--- config.mk ---
export PLATFORM = sky130hd
export DESIGN_NAME = piso_reg
export DESIGN_NICKNAME = d
export VERILOG_FILES = /design/src/rtl/piso_reg.sv
export SDC_FILE = /design/constraint.sdc
export NUM_CORES = 1
export LEC_CHECK = 0
export CAP_MARGIN = 10
export CORE_MARGIN = 2
export CORE_UTILIZATION = 46
export DETAILED_ROUTE_END_ITERATION = 12
export PLACE_DENSITY = 0.75
export SLEW_MARGIN = 0
export SYNTH_ARGS = -nofsm -noshare
export SYNTH_HDL_FRONTEND = slang
export SYNTH_SLANG_ARGS = --single-unit
export TNS_END_PERCENT = 30
--- constraint.sdc ---
create_clock -name clk -period 5.7 [get_ports clk]
set_clock_uncertainty 0.15 [all_clocks]
set_input_delay 1.71 -clock clk [delete_from_list [all_inputs] [get_ports clk]]
set_output_delay 1.71 -clock clk [all_outputs]
set_load 0.02 [all_outputs]
--- src/rtl/piso_reg.sv ---
// piso_reg: parallel-in serial-out shift register with a valid/ready load
// handshake. A WIDTH-bit word is accepted on load_valid && load_ready and
// shifted out one bit per clock on q, qualified by q_valid. last marks the
// final bit of each word. Back-to-back words are supported with no gap cycle.
// q, q_valid, last and busy are flops; load_ready is decoded from registered
// state and held low while rst is asserted.

module piso_reg #(
  parameter int WIDTH     = 8,
  parameter bit MSB_FIRST = 1'b1
) (
  input  logic             clk,
  input  logic             rst,
  input  logic             load_valid,
  output logic             load_ready,
  input  logic [WIDTH-1:0] din,
  output logic             q,
  output logic             q_valid,
  output logic             last,
  output logic             busy
);

  localparam int            CW       = $clog2(WIDTH);
  localparam logic [CW-1:0] CNT_ZERO = CW'(0);
  localparam logic [CW-1:0] CNT_ONE  = CW'(1);
  localparam logic [CW-1:0] CNT_LAST = CW'(WIDTH - 1);

  typedef enum logic [0:0] {
    IDLE  = 1'b0,
    SHIFT = 1'b1
  } state_t;

  state_t            state_r;
  logic [WIDTH-1:0]  sr_r;
  logic [CW-1:0]     cnt_r;
  logic              q_r;
  logic              q_valid_r;
  logic              last_r;
  logic              busy_r;

  logic [WIDTH-1:0]  shifted_s;
  logic [CW-1:0]     cnt_inc_s;
  logic              at_last_s;
  logic              load_ready_s;
  logic              accept_s;

  // Bit that sits at the output end of a word for the configured direction.
  function automatic logic head_bit(input logic [WIDTH-1:0] w);
    logic b;
    if (MSB_FIRST) begin
      b = w[WIDTH-1];
    end else begin
      b = w[0];
    end
    return b;
  endfunction

  // Next shift-register contents: move toward the output end, fill with zero.
  always_comb begin
    shifted_s = '0;
    if (MSB_FIRST) begin
      shifted_s = {sr_r[WIDTH-2:0], 1'b0};
    end else begin
      shifted_s = {1'b0, sr_r[WIDTH-1:1]};
    end
  end

  // Handshake decode from registered state; ready is blocked during reset.
  always_comb begin
    at_last_s    = (cnt_r == CNT_LAST);
    cnt_inc_s    = cnt_r + CNT_ONE;
    load_ready_s = 1'b0;
    if (rst) begin
      load_ready_s = 1'b0;
    end else if (state_r == IDLE) begin
      load_ready_s = 1'b1;
    end else if (state_r == SHIFT) begin
      load_ready_s = at_last_s;
    end else begin
      load_ready_s = 1'b0;
    end
    accept_s = load_valid & load_ready_s;
  end

  // Control FSM, datapath and registered serial outputs.
  always_ff @(posedge clk or posedge rst) begin
    if (rst) begin
      state_r   <= IDLE;
      sr_r      <= '0;
      cnt_r     <= CNT_ZERO;
      q_r       <= 1'b0;
      q_valid_r <= 1'b0;
      last_r    <= 1'b0;
      busy_r    <= 1'b0;
    end else begin
      case (state_r)
        IDLE: begin
          if (accept_s) begin
            state_r   <= SHIFT;
            sr_r      <= din;
            cnt_r     <= CNT_ZERO;
            q_r       <= head_bit(din);
            q_valid_r <= 1'b1;
            last_r    <= 1'b0;  // WIDTH >= 2, so the first bit is never the last
            busy_r    <= 1'b1;
          end else begin
            state_r   <= IDLE;
            q_r       <= 1'b0;
            q_valid_r <= 1'b0;
            last_r    <= 1'b0;
            busy_r    <= 1'b0;
          end
        end
        SHIFT: begin
          if (!at_last_s) begin
            state_r   <= SHIFT;
            sr_r      <= shifted_s;
            cnt_r     <= cnt_inc_s;
            q_r       <= head_bit(shifted_s);
            q_valid_r <= 1'b1;
            last_r    <= (cnt_inc_s == CNT_LAST);
            busy_r    <= 1'b1;
          end else if (accept_s) begin
            // Next word starts immediately: no idle cycle between words.
            state_r   <= SHIFT;
            sr_r      <= din;
            cnt_r     <= CNT_ZERO;
            q_r       <= head_bit(din);
            q_valid_r <= 1'b1;
            last_r    <= 1'b0;
            busy_r    <= 1'b1;
          end else begin
            state_r   <= IDLE;
            sr_r      <= '0;
            cnt_r     <= CNT_ZERO;
            q_r       <= 1'b0;
            q_valid_r <= 1'b0;
            last_r    <= 1'b0;
            busy_r    <= 1'b0;
          end
        end
        default: begin
          state_r   <= IDLE;
          sr_r      <= '0;
          cnt_r     <= CNT_ZERO;
          q_r       <= 1'b0;
          q_valid_r <= 1'b0;
          last_r    <= 1'b0;
          busy_r    <= 1'b0;
        end
      endcase
    end
  end

  assign load_ready = load_ready_s;
  assign q          = q_r;
  assign q_valid    = q_valid_r;
  assign last       = last_r;
  assign busy       = busy_r;

endmodule

# Word level (Yosys, flattened, before mapping)
# Index checks and enable logic that the tools add are counted.
# Widths: inputs -> output; s select.
[op_classes]
n_reduce_logical = 0
magnitude_cmp = 0
mul = 0
muxes = 17
n_addsub = 1
eq_ne = 3
div_mod_pow = 0
bitwise = 2
shift = 0
[op_table]
columns = ["cell", "count"]
rows = [
  ["$mux 7", 3],
  ["$pmux 7 s2", 1],
  ["$mux 1", 7],
  ["$eq 3x3->1 const B", 2],
  ["$mux 3", 2],
  ["$pmux 1 s2", 3],
  ["$pmux 3 s2", 1],
  ["$add 3x1->3 const B", 1],
  ["$ne 2x2->1 const B", 1],
  ["$and 1x1->1", 1],
  ["$not 1->1", 1],
]
[word_totals]
word_cells = 28
romBits = 0
ff_bits = 13
n_memories = 0
mem_bits_rw = 0
inputBits = 11
latchBits = 0

# Longest topological paths before layout
# Gate-level depths: netlist of the first run.
[logic_depth]
depth_word = 7
mapped_depth = 7
ltp_nobuf = 5

# Least setup slack after synthesis of the first run
# Ideal clock, no wire load.
[synth_timing]
path_type = "input to output"
from = "input rst"
to = "output load_ready"
slack_ps = 1837
arrival_time_ps = 2003
required_time_ps = 3840
cell_stages = 1
path_cell_list = "nor2_1"
[synth_between]
elab_chain_len = 1
[synth_lines]
columns = ["element", "line_no", "source"]
rows = [
  ["start, declared", "13", "input logic rst,"],
  ["$mux 1", "73", "if (rst) begin"],
  ["end, declared", "15", "output logic load_ready,"],
]
# No other way between the ends.

# Worst setup path after layout of the first run
# Same ends and word-level chain as after synthesis.

==> impl_metrics.xml, run 1 <==
<?xml version="1.0" encoding="UTF-8"?>
<metrics>
  <group name="sta">
    <metric name="fin_crit" unit="ps">4750</metric>
    <metric name="finalSetupViolCount" unit="">0</metric>
    <metric name="setup_total_negative_slack" unit="ps">0</metric>
    <metric name="hold_viol_final" unit="">0</metric>
    <metric name="fin_crit_sh" unit="">0.834</metric>
    <metric name="tightest_slew" unit="ps">500</metric>
    <metric name="timing.fmax" unit="MHz">210</metric>
    <metric name="maxSlewViolCount" unit="">0</metric>
    <metric name="hold_slack" unit="ps">334</metric>
    <metric name="rsz0062_at_grt" unit="">false</metric>
    <metric name="timing.max_slew.rel_slack" unit="">0.666</metric>
  </group>
  <group name="floorplanning">
    <metric name="row_count" unit="">13</metric>
    <metric name="fp.coreArea" unit="um^2">1320</metric>
    <metric name="chipHeight" unit="um">41.8</metric>
    <metric name="ports" unit="">16</metric>
    <metric name="die_w" unit="um">41.8</metric>
    <metric name="dieArea" unit="um^2">1750</metric>
    <metric name="effective_utilization_at_floorplan" unit="">0.500</metric>
  </group>
  <group name="grt">
    <metric name="globalRouteTotalUtil" unit="">0.153</metric>
    <metric name="first_pass_grt_wire_length" unit="mm">2.06</metric>
    <metric name="largest_net_degree_at_the_start_of_global_routing" unit="">18</metric>
    <metric name="antenna_found_initial" unit="">0</metric>
    <metric name="first_global_vias" unit="">448</metric>
    <metric name="gr-total-overflow" unit="">0</metric>
  </group>
  <group name="clock_network">
    <metric name="cts-resized-gates" unit="">0</metric>
    <metric name="clk_path_buf_depth" unit="">2</metric>
    <metric name="tritoncts_clock_tree" unit="">done</metric>
    <metric name="htree_num_levels" unit="">1</metric>
    <metric name="clk_pin_slew" unit="ps">80</metric>
    <metric name="clock-sinks" unit="">13</metric>
    <metric name="total_clock_buffers_created_by_cts" unit="">3</metric>
    <metric name="cts-hold-fix-buffers" unit="">0</metric>
    <metric name="clk-insertion-delay-late" unit="ps">270</metric>
    <metric name="clock-root-buffer" unit="">sky130_fd_sc_hd__clkbuf_4</metric>
    <metric name="cts_setup_buffers" unit="">0</metric>
  </group>
  <group name="critical_path">
    <metric name="start_kind" unit="">primary input</metric>
    <metric name="data_required_time_of_the_critical_path" unit="ps">3840</metric>
    <metric name="endpoint_kind" unit="">output port</metric>
    <metric name="critPathArrivalTime" unit="ps">2890</metric>
    <metric name="timing.critical_path.fanout_max" unit="">4</metric>
    <metric name="critPathKind" unit="">in -&gt; out</metric>
  </group>
  <group name="logic_synthesis">
    <metric name="synth-seq-area-share" unit="">0.494</metric>
    <metric name="synth_area_leaders" unit="">sky130_fd_sc_hd__dfrtp_1 (49%), sky130_fd_sc_hd__a32oi_1 (8.0%), sky130_fd_sc_hd__o211ai_1 (6.8%), sky130_fd_sc_hd__ha_1 (5.7%), sky130_fd_sc_hd__nand2_1 (5.7%)</metric>
    <metric name="synth.cells.most_frequent" unit="">sky130_fd_sc_hd__dfrtp_1 (13), sky130_fd_sc_hd__nand2_1 (10), sky130_fd_sc_hd__a32oi_1 (6), sky130_fd_sc_hd__o211ai_1 (6), sky130_fd_sc_hd__o21ai_0 (6)</metric>
    <metric name="cells_after_synth" unit="">62</metric>
    <metric name="synthFlopType" unit="">sky130_fd_sc_hd__dfrtp_1</metric>
    <metric name="synth_edf_count" unit="">0</metric>
    <metric name="yosysWarnings" unit="">0</metric>
    <metric name="synth_top_area_cell" unit="">sky130_fd_sc_hd__dfrtp_1</metric>
    <metric name="postSynthNetCount" unit="">76</metric>
    <metric name="synth.avg_cell_area" unit="um^2">10.6</metric>
    <metric name="post-synth-top-area-fraction" unit="">0.494</metric>
    <metric name="cell_area_after_synthesis" unit="um^2">658</metric>
    <metric name="synthDistinctLibCells" unit="">18</metric>
    <metric name="post_synthesis_register_bit_count" unit="">13</metric>
    <metric name="async_flop_share" unit="">1.00</metric>
    <metric name="synth.most_common_cell" unit="">sky130_fd_sc_hd__dfrtp_1</metric>
  </group>
  <group name="route">
    <metric name="num_vias" unit="">503</metric>
    <metric name="first_pass_iters" unit="">4</metric>
    <metric name="drt_iter0_markers" unit="">9</metric>
    <metric name="post_drt_via_cell_ratio" unit="">5.59</metric>
    <metric name="drc_errors" unit="">0</metric>
    <metric name="final_wl" unit="mm">1.15</metric>
    <metric name="antenna_left" unit="">0</metric>
    <metric name="routed_wire_length_per_instance" unit="um">12.8</metric>
  </group>
  <group name="pwr">
    <metric name="power.ir.vdd_worst" unit="uV">167</metric>
    <metric name="p_leak" unit="nW">0.380</metric>
    <metric name="power_per_cell_area" unit="nW/um^2">429</metric>
  </group>
  <group name="placed_design">
    <metric name="routabilityCongestion" unit="">0.686</metric>
    <metric name="io_buffer_count" unit="">15</metric>
    <metric name="detailed_place.area" unit="um^2">773</metric>
  </group>
  <group name="final_layout">
    <metric name="syn2layout_area_growth" unit="%">21.5</metric>
    <metric name="final_design_area_no_fill" unit="um^2">800</metric>
    <metric name="nets" unit="">90</metric>
    <metric name="n_fill_cell" unit="">111</metric>
    <metric name="layout-drive-gt1-share" unit="">0.0800</metric>
    <metric name="num_antenna_cells" unit="">0</metric>
  </group>
  <group name="outcome">
    <metric name="outcome" unit="">completed</metric>
  </group>
  <group name="min_path">
    <metric name="path_class_of_the_lowest_slack_min_delay_path" unit="">reg -&gt; reg</metric>
  </group>
  <group name="flow_run">
    <metric name="drv.max_cap_violation_count" unit="">0</metric>
  </group>
</metrics>
worst paths after layout:
path                                            from             endpoint  slack, ps  depth (start not counted)
worst max register to register  cnt_r[0]$_DFFE_PP0P_       last$_DFF_PP0_       4010                          4
worst max-delay path                             rst           load_ready        950                          3
max in group asynchronous                        rst  sr_r[1]$_DFFE_PP0P_       3370                          2
worst min register to register   sr_r[1]$_DFFE_PP0P_  sr_r[2]$_DFFE_PP0P_        330                          2
worst min-delay path             sr_r[1]$_DFFE_PP0P_  sr_r[2]$_DFFE_PP0P_        330                          2
min in group asynchronous                        rst  sr_r[6]$_DFFE_PP0P_       1700                          2
power breakdown:
part / total (W) / switching, W / internal (W) / leakage (nW)
clock network: 0.0000574 / 0.0000303 / 0.0000271 / 0.0150
registers: 0.000152 / 0.0000232 / 0.000129 / 0.168
logic: 0.000133 / 0.0000740 / 0.0000594 / 0.198
total: 0.000343 / 0.000128 / 0.000215 / 0.380
cell type report:
type	instances	area, um^2	share of cell area
clock buffer	4	26.3	0.0329
sequential	13	325	0.407
inverter	3	11.3	0.0141
tap	15	18.8	0.0235
multi-input combinational	40	268	0.335
timing repair buffer	15	150	0.188
worst max-delay path, stage by stage:
cell	delay [ps]
sky130_fd_sc_hd__clkdlybuf4s50_1	460
sky130_fd_sc_hd__nor2_1	120
sky130_fd_sc_hd__clkdlybuf4s50_1	600
through the flow:
stage                util  total power [W]  setup WS (ps)  cells
global route        0.607         0.000371            854     90
detailed placement  0.587         0.000291            946     86
CTS                 0.607         0.000349            947     90
floorplan               -         0.000255           1840     62
finish              0.607         0.000343            949     90
global placement    0.587         0.000285            975     86
registers in the layout, summed over array words and instances (netlist names):
register,count
last,1
q,1
cnt_r,3
busy,1
sr_r,7
cells in the final DEF (no fill, tap or decap):
master | synthesis | routed
sky130_fd_sc_hd__clkdlybuf4s50_1 | 0 | 15
sky130_fd_sc_hd__dfrtp_1 | 13 | 13
sky130_fd_sc_hd__nand2_1 | 10 | 10
sky130_fd_sc_hd__a32oi_1 | 6 | 6
sky130_fd_sc_hd__o211ai_1 | 6 | 6
sky130_fd_sc_hd__o21ai_0 | 6 | 6
sky130_fd_sc_hd__nand3_1 | 3 | 3
sky130_fd_sc_hd__ha_1 | 3 | 3
sky130_fd_sc_hd__clkbuf_4 | 0 | 3
sky130_fd_sc_hd__inv_1 | 2 | 2
sky130_fd_sc_hd__inv_2 | 1 | 1
sky130_fd_sc_hd__nand2b_4 | 1 | 1
sky130_fd_sc_hd__nor2b_2 | 1 | 1
sky130_fd_sc_hd__and2b_1 | 1 | 1
sky130_fd_sc_hd__nor2_1 | 1 | 1
sky130_fd_sc_hd__and3_1 | 1 | 1
sky130_fd_sc_hd__mux2i_1 | 1 | 1
sky130_fd_sc_hd__clkbuf_1 | 0 | 1
routing by layer:
layer	track usage	up-vias	wire length, um
li1	-	252	-
met4	0.0581	0	8
met5	0	-	0
met1	0.214	237	577
met2	0.244	12	525
met3	0.0130	2	36
kinds of logic (layout without fill, tap and decap cells):
logic type	count (synthesis)	count (layout)	synth area share
buffers and inverters	9	22	0.0988
DFF	13	13	0.494
AOI/OAI and AO/OA	18	18	0.194
muxes	1	1	0.0152
adders and majority gates	3	3	0.0570
and+or+nand+nor	18	18	0.141
Note: power is estimated with default switching activity, not from simulation.
==> run 2, diff against run 1 <==
Settings changed: CORE_UTILIZATION 46 to 42, PLACE_DENSITY 0.75 to 0.72.
Clock period 5.7 ns to 3.8 ns, I/O delays scaled along.
==> run 2 against run 1 <==
Compared with the run above: sequential power grew 52%; power grew 51%; sequential share of layout area shrank 0.064 points; final area grew 0.16%; flip-flop and latch count is the same; die area grew 8.6%; clock power grew 45%; combinational power grew 53%.
==> impl_metrics.xml, run 2 (same netlist as run 1, synthesis figures left out) <==
<?xml version="1.0" encoding="UTF-8"?>
<metrics>
  <group name="final_layout">
    <metric name="largest_register_ff_count" unit="">7</metric>
    <metric name="syn2layout_area_growth" unit="%">21.7</metric>
    <metric name="num_antenna_cells" unit="">0</metric>
    <metric name="final_design_area_no_fill" unit="um^2">801</metric>
    <metric name="final_cell_mix" unit="">sky130_fd_sc_hd__clkdlybuf4s50_1 (15), sky130_fd_sc_hd__dfrtp_1 (13), sky130_fd_sc_hd__nand2_1 (10)</metric>
    <metric name="n_fill_cell" unit="">124</metric>
    <metric name="layout_top_registers" unit="">sr_r: 7 flops, cnt_r: 3 flops</metric>
    <metric name="final_common_cell" unit="">sky130_fd_sc_hd__clkdlybuf4s50_1</metric>
    <metric name="layout-drive-gt1-share" unit="">0.0800</metric>
    <metric name="finalCoreUtilization" unit="">0.538</metric>
    <metric name="nets" unit="">90</metric>
    <metric name="reg_with_most_ffs" unit="">sr_r</metric>
  </group>
  <group name="critical_path">
    <metric name="critPathArrivalTime" unit="ps">2320</metric>
    <metric name="crit_buf_inv" unit="">2</metric>
    <metric name="crit_path_cell_trace" unit="">clkdlybuf4s50_1 &gt; nor2_1 &gt; clkdlybuf4s50_1</metric>
    <metric name="data_required_time_of_the_critical_path" unit="ps">2510</metric>
    <metric name="critPathKind" unit="">in -&gt; out</metric>
    <metric name="endpoint_kind" unit="">output port</metric>
    <metric name="reg2reg_slack" unit="ps">2090</metric>
    <metric name="worst_r2r_endpoint" unit="">q$_DFF_PP0_</metric>
    <metric name="r2r_depth" unit="">4</metric>
    <metric name="critPathSlowestCell" unit="">sky130_fd_sc_hd__clkdlybuf4s50_1</metric>
    <metric name="crit_path_frequent_cell" unit="">sky130_fd_sc_hd__clkdlybuf4s50_1</metric>
    <metric name="timing.critical_path.fanout_max" unit="">4</metric>
    <metric name="cpPeakStageDelay" unit="ps">610</metric>
    <metric name="start_kind" unit="">primary input</metric>
    <metric name="worst_r2r_startpoint" unit="">cnt_r[0]$_DFFE_PP0P_</metric>
    <metric name="crit_family" unit="">buffers and inverters</metric>
  </group>
  <group name="sta">
    <metric name="rsz0062_at_grt" unit="">false</metric>
    <metric name="finalSetupViolCount" unit="">0</metric>
    <metric name="hold_viol_final" unit="">0</metric>
    <metric name="fin_crit" unit="ps">3610</metric>
    <metric name="tightest_slew" unit="ps">495</metric>
    <metric name="setup_total_negative_slack" unit="ps">0</metric>
    <metric name="timing.fmax" unit="MHz">277</metric>
    <metric name="maxSlewViolCount" unit="">0</metric>
    <metric name="timing.max_slew.rel_slack" unit="">0.670</metric>
    <metric name="fin_crit_sh" unit="">0.949</metric>
    <metric name="hold_slack" unit="ps">332</metric>
  </group>
  <group name="clock_network">
    <metric name="total_clock_buffers_created_by_cts" unit="">3</metric>
    <metric name="cts_setup_buffers" unit="">0</metric>
    <metric name="clk_path_buf_depth" unit="">2</metric>
    <metric name="tritoncts_clock_tree" unit="">done</metric>
    <metric name="cts-hold-fix-buffers" unit="">0</metric>
    <metric name="clk_pin_slew" unit="ps">70</metric>
    <metric name="clk-insertion-delay-late" unit="ps">270</metric>
    <metric name="clock-sinks" unit="">13</metric>
    <metric name="cts-resized-gates" unit="">0</metric>
    <metric name="clock-root-buffer" unit="">sky130_fd_sc_hd__clkbuf_4</metric>
    <metric name="htree_num_levels" unit="">1</metric>
  </group>
  <group name="grt">
    <metric name="gr-total-overflow" unit="">0</metric>
    <metric name="first_global_vias" unit="">503</metric>
    <metric name="first_pass_grt_wire_length" unit="mm">2.08</metric>
    <metric name="antenna_found_initial" unit="">0</metric>
    <metric name="largest_net_degree_at_the_start_of_global_routing" unit="">18</metric>
    <metric name="globalRouteTotalUtil" unit="">0.151</metric>
  </group>
  <group name="floorplanning">
    <metric name="ports" unit="">16</metric>
    <metric name="fp.coreArea" unit="um^2">1490</metric>
    <metric name="chipHeight" unit="um">43.6</metric>
    <metric name="row_count" unit="">14</metric>
    <metric name="dieArea" unit="um^2">1900</metric>
    <metric name="effective_utilization_at_floorplan" unit="">0.442</metric>
    <metric name="die_w" unit="um">43.6</metric>
  </group>
  <group name="route">
    <metric name="drc_errors" unit="">0</metric>
    <metric name="post_drt_via_cell_ratio" unit="">5.65</metric>
    <metric name="first_pass_iters" unit="">2</metric>
    <metric name="antenna_left" unit="">0</metric>
    <metric name="final_wl" unit="mm">1.18</metric>
    <metric name="drt_iter0_markers" unit="">7</metric>
    <metric name="num_vias" unit="">514</metric>
    <metric name="routed_wire_length_per_instance" unit="um">12.9</metric>
  </group>
  <group name="outcome">
    <metric name="outcome" unit="">completed</metric>
  </group>
  <group name="min_path">
    <metric name="path_class_of_the_lowest_slack_min_delay_path" unit="">reg -&gt; reg</metric>
    <metric name="worstHoldStart" unit="">sr_r[4]$_DFFE_PP0P_</metric>
    <metric name="hold-path-endpoint" unit="">sr_r[5]$_DFFE_PP0P_</metric>
    <metric name="min_path_cells" unit="">2</metric>
  </group>
  <group name="pwr">
    <metric name="p_leak" unit="nW">0.380</metric>
    <metric name="power.ir.vdd_worst" unit="uV">235</metric>
    <metric name="power_per_cell_area" unit="nW/um^2">646</metric>
  </group>
  <group name="placed_design">
    <metric name="routabilityCongestion" unit="">0.707</metric>
    <metric name="hpwl" unit="um">839</metric>
    <metric name="io_buffer_count" unit="">15</metric>
    <metric name="detailed_place.area" unit="um^2">774</metric>
  </group>
  <group name="flow_run">
    <metric name="drv.max_cap_violation_count" unit="">0</metric>
  </group>
</metrics>
==> run 2: layout make-up <==
class / instances / area [um^2] / area share
Sequential cell: 13 / 325 / 0.406
Inverter: 3 / 11.3 / 0.0141
Tap cell: 16 / 20.0 / 0.0250
Multi-Input combinational cell: 40 / 268 / 0.334
Clock buffer: 4 / 26.3 / 0.0328
Timing Repair Buffer: 15 / 150 / 0.188
==> run 2: tightest hold or removal path: stages (launching register included) <==
cell                      delay, ps
sky130_fd_sc_hd__dfrtp_1        340
sky130_fd_sc_hd__a32oi_1         60
sky130_fd_sc_hd__nand2_1         50
==> run 2: stage by stage <==
stage,total power [W],cells,worst slack (ps)
floorplan,0.000382,62,1080
global route,0.000558,91,144
detailed placement,0.000435,87,184
CTS,0.000519,91,184
finish,0.000517,91,194
global placement,0.000429,87,208
==> run 2: worst max path at each step <==
stage,start,end,depth (start not counted)
2_1_floorplan,rst,load_ready,1
3_3_place_gp,rst,load_ready,3
3_5_place_dp,rst,load_ready,3
4_1_cts,rst,load_ready,3
5_1_grt,rst,load_ready,3
6_report,rst,load_ready,3
==> run 2: metal layers <==
| layer | up-vias | routed length [um] | GRT usage |
|---|---|---|---|
| met1 | 247 | 549 | 0.179 |
| met4 | 0 | 36 | 0.0909 |
| met5 | - | 0 | 0 |
| met3 | 5 | 44 | 0.0375 |
| li1 | 249 | - | - |
| met2 | 13 | 546 | 0.244 |
==> run 2: where the power goes <==
| group | internal (W) | switching, W |
|---|---|---|
| sequential | 0.000194 | 0.0000375 |
| clock | 0.0000407 | 0.0000427 |
| combinational | 0.0000892 | 0.000113 |
| total | 0.000323 | 0.000193 |
==> run 3, diff against run 2 <==
Settings changed: CTS_CLUSTER_DIAMETER from default to 80, SKIP_LAST_GASP from default to 1.
==> results of run 3 <==
The final DEF is identical to that of run 2; final timing and power are the same.
